===== src/rtl/kamus_lsu_ctrl.sv =====
// kamus_lsu_ctrl: load/store unit controller between the execute stage and the L1D port
module kamus_lsu_ctrl #(
  parameter int TIMEOUT_CYCLES = 64
) (
  input  logic        clk_i,
  input  logic        rst_i,
  input  logic        req_valid_i,
  input  logic        req_we_i,
  input  logic [1:0]  req_size_i,
  input  logic        req_unsigned_i,
  input  logic [31:0] req_addr_i,
  input  logic [31:0] req_wdata_i,
  input  logic        flush_i,
  output logic        mem_req_o,
  output logic        mem_we_o,
  output logic [31:0] mem_addr_o,
  output logic [3:0]  mem_be_o,
  output logic [31:0] mem_wdata_o,
  input  logic        mem_gnt_i,
  input  logic        mem_rvalid_i,
  input  logic [31:0] mem_rdata_i,
  output logic        stall_o,
  output logic        done_o,
  output logic [31:0] rdata_o,
  output logic        misaligned_o,
  output logic        bus_err_o
);
  typedef enum logic [2:0] {IDLE, REQ, WAIT, DRAIN, DONE, ERR} state_t;
  localparam logic [7:0] TMO = 8'(TIMEOUT_CYCLES);
  state_t state;
  logic we_q, uns_q, mis_q;
  logic [1:0] size_q, off_q;
  logic [7:0] cnt, cnt_inc;
  logic misaligned, accept, timeout;
  logic [3:0] be_n;
  logic [31:0] wdata_n, shifted, ext;
  assign misaligned = (req_size_i == 2'b11) || (req_size_i == 2'b01 && req_addr_i[0]) ||
                      (req_size_i == 2'b10 && req_addr_i[1:0] != 2'b00);
  assign accept = state == IDLE && req_valid_i && !flush_i;
  assign be_n = req_size_i == 2'b00 ? 4'b0001 << req_addr_i[1:0] :
                req_size_i == 2'b01 ? 4'b0011 << req_addr_i[1:0] : 4'b1111;
  assign wdata_n = req_size_i == 2'b00 ? {4{req_wdata_i[7:0]}} :
                   req_size_i == 2'b01 ? {2{req_wdata_i[15:0]}} : req_wdata_i;
  assign shifted = mem_rdata_i >> {off_q, 3'b000};
  assign ext = size_q == 2'b00 ? {{24{~uns_q & shifted[7]}}, shifted[7:0]} :
               size_q == 2'b01 ? {{16{~uns_q & shifted[15]}}, shifted[15:0]} : shifted;
  // saturating so a long wait can never wrap back below the limit
  assign cnt_inc = cnt == 8'hFF ? cnt : cnt + 8'd1;
  assign timeout = cnt_inc >= TMO;
  assign mem_req_o = state == REQ;
  assign mem_we_o = state == REQ && we_q;
  assign stall_o = accept || state inside {REQ, WAIT, DRAIN};
  assign done_o = state inside {DONE, ERR};
  assign misaligned_o = state == ERR && mis_q;
  assign bus_err_o = state == ERR && !mis_q;
  always_ff @(posedge clk_i or posedge rst_i) begin
    if (rst_i) begin
      state <= IDLE;
      we_q <= 1'b0;
      uns_q <= 1'b0;
      mis_q <= 1'b0;
      size_q <= '0;
      off_q <= '0;
      cnt <= '0;
      mem_addr_o <= '0;
      mem_be_o <= '0;
      mem_wdata_o <= '0;
      rdata_o <= '0;
    end else begin
      case (state)
        IDLE: if (accept) begin
          if (misaligned) begin
            mis_q <= 1'b1;
            state <= ERR;
          end else begin
            we_q <= req_we_i;
            size_q <= req_size_i;
            uns_q <= req_unsigned_i;
            off_q <= req_addr_i[1:0];
            mem_addr_o <= {req_addr_i[31:2], 2'b00};
            mem_be_o <= be_n;
            mem_wdata_o <= wdata_n;
            state <= REQ;
          end
        end
        REQ: if (mem_gnt_i) begin
          cnt <= '0;
          state <= flush_i ? (we_q ? IDLE : DRAIN) : (we_q ? DONE : WAIT);
        end else if (flush_i) state <= IDLE;
        WAIT: if (mem_rvalid_i) begin
          if (!flush_i) rdata_o <= ext;
          state <= flush_i ? IDLE : DONE;
        end else if (flush_i) begin
          cnt <= '0;
          state <= DRAIN;
        end else if (timeout) begin
          mis_q <= 1'b0;
          state <= ERR;
        end else cnt <= cnt_inc;
        DRAIN: if (mem_rvalid_i || timeout) state <= IDLE;
               else cnt <= cnt_inc;
        default: state <= IDLE;
      endcase
    end
  end
endmodule

===== config.mk =====
export PLATFORM = sky130hd
export DESIGN_NAME = kamus_lsu_ctrl
export DESIGN_NICKNAME = d
export VERILOG_FILES = /design/src/rtl/kamus_lsu_ctrl.sv
export SDC_FILE = /design/constraint.sdc
export NUM_CORES = 1
export LEC_CHECK = 0
export CAP_MARGIN = 10
export CORE_ASPECT_RATIO = 1.4
export CORE_UTILIZATION = 50
export CTS_BUF_LIST = sky130_fd_sc_hd__clkbuf_8
export CTS_CLUSTER_SIZE = 8
export DETAILED_ROUTE_END_ITERATION = 6
export PLACE_DENSITY = 0.95
export SLEW_MARGIN = 20
export SYNTH_ARGS = -nofsm -noshare
export SYNTH_HDL_FRONTEND = slang
export SYNTH_SLANG_ARGS = --single-unit

===== constraint.sdc =====
create_clock -name clk_i -period 8.1 [get_ports clk_i]
set_input_delay 1.62 -clock clk_i [delete_from_list [all_inputs] [get_ports clk_i]]
set_output_delay 1.62 -clock clk_i [all_outputs]
set_load 0.02 [all_outputs]

==> results of run 1 <==
## area by class of cell
class,count,share of cell area
Clock buffer,18,0.0300
Clock inverter,14,0.0197
Inverter,11,0.00530
Multi-Input combinational cell,390,0.314
Sequential cell,116,0.351
Tap cell,141,0.0214
Timing Repair Buffer,214,0.258
## state kept, by name, summed over array words and instances, names as in the netlist
| name | count |
|---|---|
| mem_be_o | 4 |
| mem_addr_o | 30 |
| size_q | 2 |
| state | 3 |
| mem_wdata_o | 32 |
| mis_q | 1 |
| uns_q | 1 |
| off_q | 2 |
| we_q | 1 |
| cnt | 8 |
| rdata_o | 32 |
## worst min-delay path: cells and delay by family, from the launching register on
kind | cells | cell delay, ns
flip-flops | 1 | 0.35
AO/OA/AOI/OAI | 1 | 0.06
AND/OR/NAND/NOR | 1 | 0.05
## report_power, final
group	total (W)	switching, W	internal, W
Combinational	0.00150	0.000767	0.000734
Clock	0.000559	0.000249	0.000310
Sequential	0.00106	0.000217	0.000840
Total	0.00312	0.00123	0.00188
## worst paths after layout
kind | end | slack (ns) | depth (start not counted) | startpoint
setup / recovery | stall_o | 3.20 | 5 | flush_i
max in group asynchronous | rdata_o[1] | 5.47 | 3 | rst_i
hold / removal | mem_wdata_o[15] | 0.48 | 2 | mem_wdata_o[15]
min in group asynchronous | mem_addr_o[8] | 1.53 | 2 | rst_i
hold reg to reg | mem_wdata_o[15] | 0.48 | 2 | mem_wdata_o[15]
setup reg to reg | rdata_o[27] | 5.55 | 5 | off_q[1]
## cell usage in the layout (no fill, tap or decap), drive strengths merged, types with 2 or more instances in the layout
| master | synthesis | layout |
|---|---|---|
| o211ai | 3 | 3 |
| o22a | 2 | 2 |
| mux2 | 55 | 55 |
| dfrtp | 116 | 116 |
| nor4 | 2 | 2 |
| ha | 5 | 5 |
| clkbuf | 15 | 18 |
| clkinv | 0 | 3 |
| nand2b | 2 | 2 |
| nand3 | 4 | 4 |
| buf | 21 | 5 |
| o21a | 9 | 9 |
| a211oi | 8 | 8 |
| a31oi | 10 | 10 |
| and2 | 3 | 3 |
| conb | 1 | 2 |
| bufinv | 0 | 3 |
| nor2 | 56 | 56 |
| nor3 | 5 | 5 |
| a21oi | 41 | 41 |
| or3 | 2 | 2 |
| nand4 | 2 | 2 |
| nand2 | 59 | 59 |
| inv | 11 | 15 |
| mux2i | 37 | 37 |
| and3 | 7 | 7 |
| and2b | 2 | 2 |
| clkdlybuf4s50 | 0 | 209 |
| o21ai | 53 | 53 |
| nor2b | 7 | 7 |
| clkinvlp | 0 | 4 |
## kinds of logic after synthesis
family,Yosys count
muxes,92
DFF,116
other,1
buffers and inverters,47
AOI/OAI and AO/OA,134
and+or+nand+nor,157
adders and majority gates,5
## metrics by stage
step | total power, W | utilization | instances | worst slack [ns] | hold slack [ns]
2_1_floorplan | 0.00183 | - | 553 | 3.41 | 0.467
3_3_place_gp | 0.00249 | 0.715 | 872 | 3.23 | 0.459
3_5_place_dp | 0.00255 | 0.715 | 872 | 3.22 | 0.469
4_1_cts | 0.00313 | 0.752 | 904 | 3.21 | 0.489
5_1_grt | 0.00328 | 0.752 | 904 | 3.12 | 0.509
6_report | 0.00312 | 0.752 | 904 | 3.20 | 0.484
## layer usage
metal / share of wire / GRT usage / vias to the layer above
met5: 0 / 0 / -
met4: 0.046 / 0.157 / 0
met3: 0.081 / 0.101 / 61
met2: 0.52 / 0.505 / 270
met1: 0.36 / 0.313 / 2453
li1: - / - / 2329
## cells in the mapped netlist (2+ instances only)
cell type and n:
nand2_1 59, a211oi_1 8, inv_1 11, o211ai_1 3
nand2b_1 2, a21oi_1 41, buf_2 9, buf_6 4
o21a_1 9, a31oi_1 10, nand3_1 4, nor2b_1 7
nor2_1 55, mux2_2 55, and3_1 6, or3_1 2
o21ai_0 50, clkbuf_1 15, nor3_1 4, ha_1 5
mux2i_1 37, and2_1 3, dfrtp_1 116, o22a_1 2
buf_4 7
==> results.ini, run 1 <==
[critical_path]
critPathArrivalTime_ns=3.28
cpMostUsedCell=clkdlybuf4s50_1
crit_path_max_incr_delay_ns=0.60
cp-start-kind=input port
critical_path_class=in2out
critPathBufInv=2
crit_required_ns=6.48
cpMaxStageDelayCell=clkdlybuf4s50_1
crit_family=buffers and inverters
cp_cell_sequence=clkdlybuf4s50_1 -> nor2b_1 -> nor3_1 -> nor2_1 -> clkdlybuf4s50_1
critPathMaxFanout=8
cp-end-kind=output pin

[sta]
fmax_mhz=204
worstMarginPinSlew_ns=1.08
hold_viol=0
min_period_ns=4.90
setup_violations=0
rsz0062_at_grt=no
report.final.slew_viol_count=0
timing.slew.headroom=0.283
setup-tns-final_ns=0
clock_skew_ns=0.0149
period_share=0.604

[floorplan]
initial_core_util=0.521
rows=45
die_width_um=92.4
boundaryPins=212
die_area_sq_um=11900
core_sq_um=11000
die_h_um=129

[drt]
dr.pass1.iters=5
ant_nets=0
post_drt_wl_per_cell_um=18.8
vias_per_cell=5.66
drc=0
drt-total-wl_um=17000
drt_iter0_markers=304
vias=5113

[placed_design]
port_buffers=209
dpl-instance-area_sq_um=7850
dpl.hpwl_um=11900
place_congestion=0.863

[pwr]
power.leakage_nw=3.59
power_density_nw_per_um2=377
peakVddDrop_v=0.000226

[synthesis]
synthXorXnorAreaFrac=0
yosysTopAreaCell=dfrtp_1
seq_area_frac_synth=0.507
avgSynthCellArea_sq_um=10.4
syn_area_sq_um=5720
synth_top_area_frac=0.507
ys_top_cells_by_area=dfrtp_1 51%, mux2_2 11%, mux2i_1 6.5%
syn_inst=552
synth_edf_count=0
synthMuxAreaShare=0.173
ys_types=53
synth_simple_gate_area_share=0.127
synth_top_family_by_area=multiplexers
synthAdderAreaFrac=0.0109
ys.flop_type=dfrtp_1
synth_warnings=0
synth_compound_area_frac=0.138
ys_ff_latch=116
synth-async-reset-ratio=1.00

[final_layout]
nets=861
num_antenna_cells=0
drive_gt1_frac=0.135
fill_cells=658
seq_area_sq_um=2900
area_growth_pct=44.3
fin_area_sq_um=8260
multi_input_area_sq_um=2590

[flow_run]
max_cap_viol_count=0

[cts]
htree_levels=4
cts.clk_slew.worst_paths_ns=0.06
cts_tree=yes
cts-resized-gates=0
holdBufCountCts=0
cts_buffer_depth=2
cts_setup_buffers=0
clock_sinks=116
clkLatencyLatePin_ns=0.44
cts_root_buffer=clkbuf_8
cts_buffers=17

[outcome]
status=complete, no violations

[global_routing]
grt_pass1_vias=5333
antenna_found_initial=0
grt_first_pass_wirelength_um=26400
track_usage=0.292
grt_max_degree=103
grt_overflow_total=0

[hold_path]
hold_class=reg2reg

(Power assumes the default switching activity.)
==> run 2, diff against run 1 <==
--- a/config.mk
+++ b/config.mk
@@ -7,11 +7,11 @@
 export LEC_CHECK = 0
 export CAP_MARGIN = 10
 export CORE_ASPECT_RATIO = 1.4
-export CORE_UTILIZATION = 50
+export CORE_UTILIZATION = 42
 export CTS_BUF_LIST = sky130_fd_sc_hd__clkbuf_8
 export CTS_CLUSTER_SIZE = 8
 export DETAILED_ROUTE_END_ITERATION = 6
-export PLACE_DENSITY = 0.95
+export PLACE_DENSITY = 0.85
 export SLEW_MARGIN = 20
 export SYNTH_ARGS = -nofsm -noshare
 export SYNTH_HDL_FRONTEND = slang
==> constraint.sdc (replaced) <==
create_clock -name clk_i -period 4 [get_ports clk_i]
set_input_delay 0.8 -clock clk_i [delete_from_list [all_inputs] [get_ports clk_i]]
set_output_delay 0.8 -clock clk_i [all_outputs]
set_load 0.02 [all_outputs]
==> run 2 against run 1 <==
First-iteration DRC count fell by 47%. Sequential power rose by 98%. Routed wire length fell by 7.0%. Clock skew fell by 0.00080 ns. Setup slack got worse by 2.5 ns. Die area rose by 19%. Largest cell class unchanged.
==> results.ini, run 2 (synthesized netlist as in run 1, its figures left out) <==
[cts]
cts_root_buffer=clkbuf_8  ; unchanged
cts_buffer_depth=2  ; unchanged
cts_setup_buffers=0  ; unchanged
clock_sinks=116  ; unchanged
cts_tree=yes  ; unchanged
htree_levels=4  ; unchanged
cts_buffers=17  ; unchanged
holdBufCountCts=0  ; unchanged
cts-resized-gates=0  ; unchanged
cts.clk_slew.worst_paths_ns=0.08  ; was 0.06 ns
clkLatencyLatePin_ns=0.43  ; was 0.44 ns

[sta]
clock_skew_ns=0.0141  ; was 0.0149 ns
rsz0062_at_grt=no  ; unchanged
report.final.slew_viol_count=0  ; unchanged
hold_viol=0  ; unchanged
setup-tns-final_ns=0  ; unchanged
period_share=0.827
min_period_ns=3.31
setup_violations=0  ; unchanged
fmax_mhz=302
timing.slew.headroom=0.316  ; was 0.283
worstMarginPinSlew_ns=1.03  ; was 1.08 ns
hold_ws_ns=0.483  ; was 0.484 ns

[pwr]
combPwrFrac=0.487  ; was 0.482
peakVddDrop_v=0.000442  ; was 0.000226 V
power_switching_w=0.00244  ; was 0.00123 W
power_density_nw_per_um2=746  ; was 377 nW/um^2
power.leakage_nw=3.59  ; about the same
switching_share=0.393  ; was 0.396
p_seq_frac=0.338  ; was 0.339
p_int_w=0.00377  ; was 0.00188 W
power_frac_clock=0.176  ; was 0.179

[final_layout]
most-common-layout-cells=209 x clkdlybuf4s50_1, 116 x dfrtp_1, 59 x nand2_1, 55 x nor2_1, 55 x mux2_2  ; unchanged
nets=863  ; was 861
largestRegisters=mem_wdata_o (32), rdata_o (32), mem_addr_o (30)  ; unchanged
drive_gt1_frac=0.141  ; was 0.135
area_growth_pct=45.4  ; was 44.3%
layout_commonest_cell=clkdlybuf4s50_1  ; unchanged
num_antenna_cells=0  ; unchanged

[critical_path]
critPathMaxFanout=8  ; unchanged
r2r_slack_ns=1.60  ; was 5.55 ns
r2r_cells=6  ; was 5
crit_required_ns=3.20  ; was 6.48 ns
critPathBufInv=2  ; unchanged
reg2reg_to=rdata_o[30]  ; was rdata_o[27]
rr_startpoint=off_q[1]  ; unchanged
cpMaxStageDelayCell=clkdlybuf4s50_1  ; unchanged
cpMostUsedCell=clkdlybuf4s50_1  ; unchanged
cp-start-kind=input port  ; unchanged
crit_path_max_incr_delay_ns=0.61  ; was 0.60 ns
critical_path_class=in2out  ; unchanged
critPathArrivalTime_ns=2.51  ; was 3.28 ns
cp_cell_sequence=clkdlybuf4s50_1 -> nor2b_1 -> nor3_1 -> nor2_1 -> clkdlybuf4s50_1  ; unchanged
cp-end-kind=output pin  ; unchanged
crit_family=buffers and inverters  ; unchanged

[drt]
dr.pass1.iters=5  ; unchanged
vias=4991  ; was 5113
drt_iter0_markers=162  ; was 304
vias_per_cell=5.27  ; was 5.66
drt-total-wl_um=15800  ; was 17000 um
post_drt_wl_per_cell_um=16.7  ; was 18.8 um
ant_nets=0  ; unchanged
drc=0  ; unchanged

[global_routing]
antenna_found_initial=0  ; unchanged
grt_overflow_total=0  ; unchanged
grt_first_pass_wirelength_um=25300  ; was 26400 um
track_usage=0.233  ; was 0.292
grt_max_degree=103  ; unchanged
grt_pass1_vias=5204  ; was 5333

[floorplan]
core_sq_um=13300  ; was 11000 sq um
die_width_um=101  ; was 92.4 um
die_h_um=140  ; was 129 um
initial_core_util=0.430  ; was 0.521
rows=50  ; was 45
die_area_sq_um=14100  ; was 11900 sq um
boundaryPins=212  ; unchanged

[hold_path]
hold_class=reg2reg  ; unchanged
hold_end=mem_wdata_o[11]  ; was mem_wdata_o[15]
min_path_cells=2  ; unchanged
hp-start=mem_wdata_o[11]  ; was mem_wdata_o[15]

[outcome]
status=complete, no violations  ; unchanged

[flow_run]
max_cap_viol_count=0  ; unchanged

[placed_design]
place_congestion=0.891  ; was 0.863
dpl.hpwl_um=11500  ; was 11900 um
port_buffers=209  ; unchanged

==> run 2: changes by cell type in the layout (fill, tap and decap cells not counted), sizes merged <==
cell and delta:
inv -1, bufinv -1, clkinv +2, buf +2
==> run 2: worst reg2reg max path, stage by stage (launching register included) <==
cell and delay [ns]:
dfrtp_1 0.64, buf_4 0.33, mux2_2 0.41, a31oi_1 0.17, o21ai_0 0.10, nand2_1 0.45
a31oi_1 0.17
==> run 2: final cells by class <==
cell class | instances | area (sq um)
fill | 1066 | 5000
sequential | 116 | 2900
multi-input combinational | 390 | 2590
timing repair buffer | 216 | 2160
clock buffer | 18 | 248
tap | 182 | 228
clock inverter | 14 | 153
inverter | 11 | 43.8
==> run 2: worst max-delay path by stage <==
stage | slack (ns) | cells past startpoint | from | endpoint
floorplan | 0.13 | 1 | rst_i | cnt[0]
detailed placement | 0.69 | 8 | req_addr_i[0] | mem_wdata_o[7]
CTS | 0.70 | 5 | flush_i | stall_o
finish | 0.69 | 5 | flush_i | stall_o
global placement | 0.73 | 5 | flush_i | stall_o
global route | 0.57 | 5 | flush_i | stall_o
==> run 2: metal layers <==
metal,vias up,track usage,part of all wire
li1,2335,-,-
met1,2400,0.253,0.37
met2,215,0.407,0.54
met3,41,0.0664,0.060
met4,0,0.117,0.038
met5,-,0,0
==> run 2: power groups by stage <==
stage	Clock, W	Combinational [W]	Sequential, W
floorplan	0	0.00114	0.00258
global route	0.00117	0.00324	0.00217
finish	0.00109	0.00302	0.00210
global placement	0	0.00296	0.00208
CTS	0.00111	0.00304	0.00210
detailed placement	0	0.00303	0.00211
==> run 2: through the flow <==
step / power [W] / instances / instance area (sq um) / worst slack [ns] / utilization
global placement: 0.00503 / 915 / 7930 / 0.727 / 0.595
CTS: 0.00625 / 947 / 8330 / 0.697 / 0.625
finish: 0.00621 / 947 / 8330 / 0.694 / 0.625
global route: 0.00658 / 947 / 8330 / 0.569 / 0.625
detailed placement: 0.00514 / 915 / 7930 / 0.693 / 0.595
floorplan: 0.00371 / 553 / 5730 / 0.128 / -
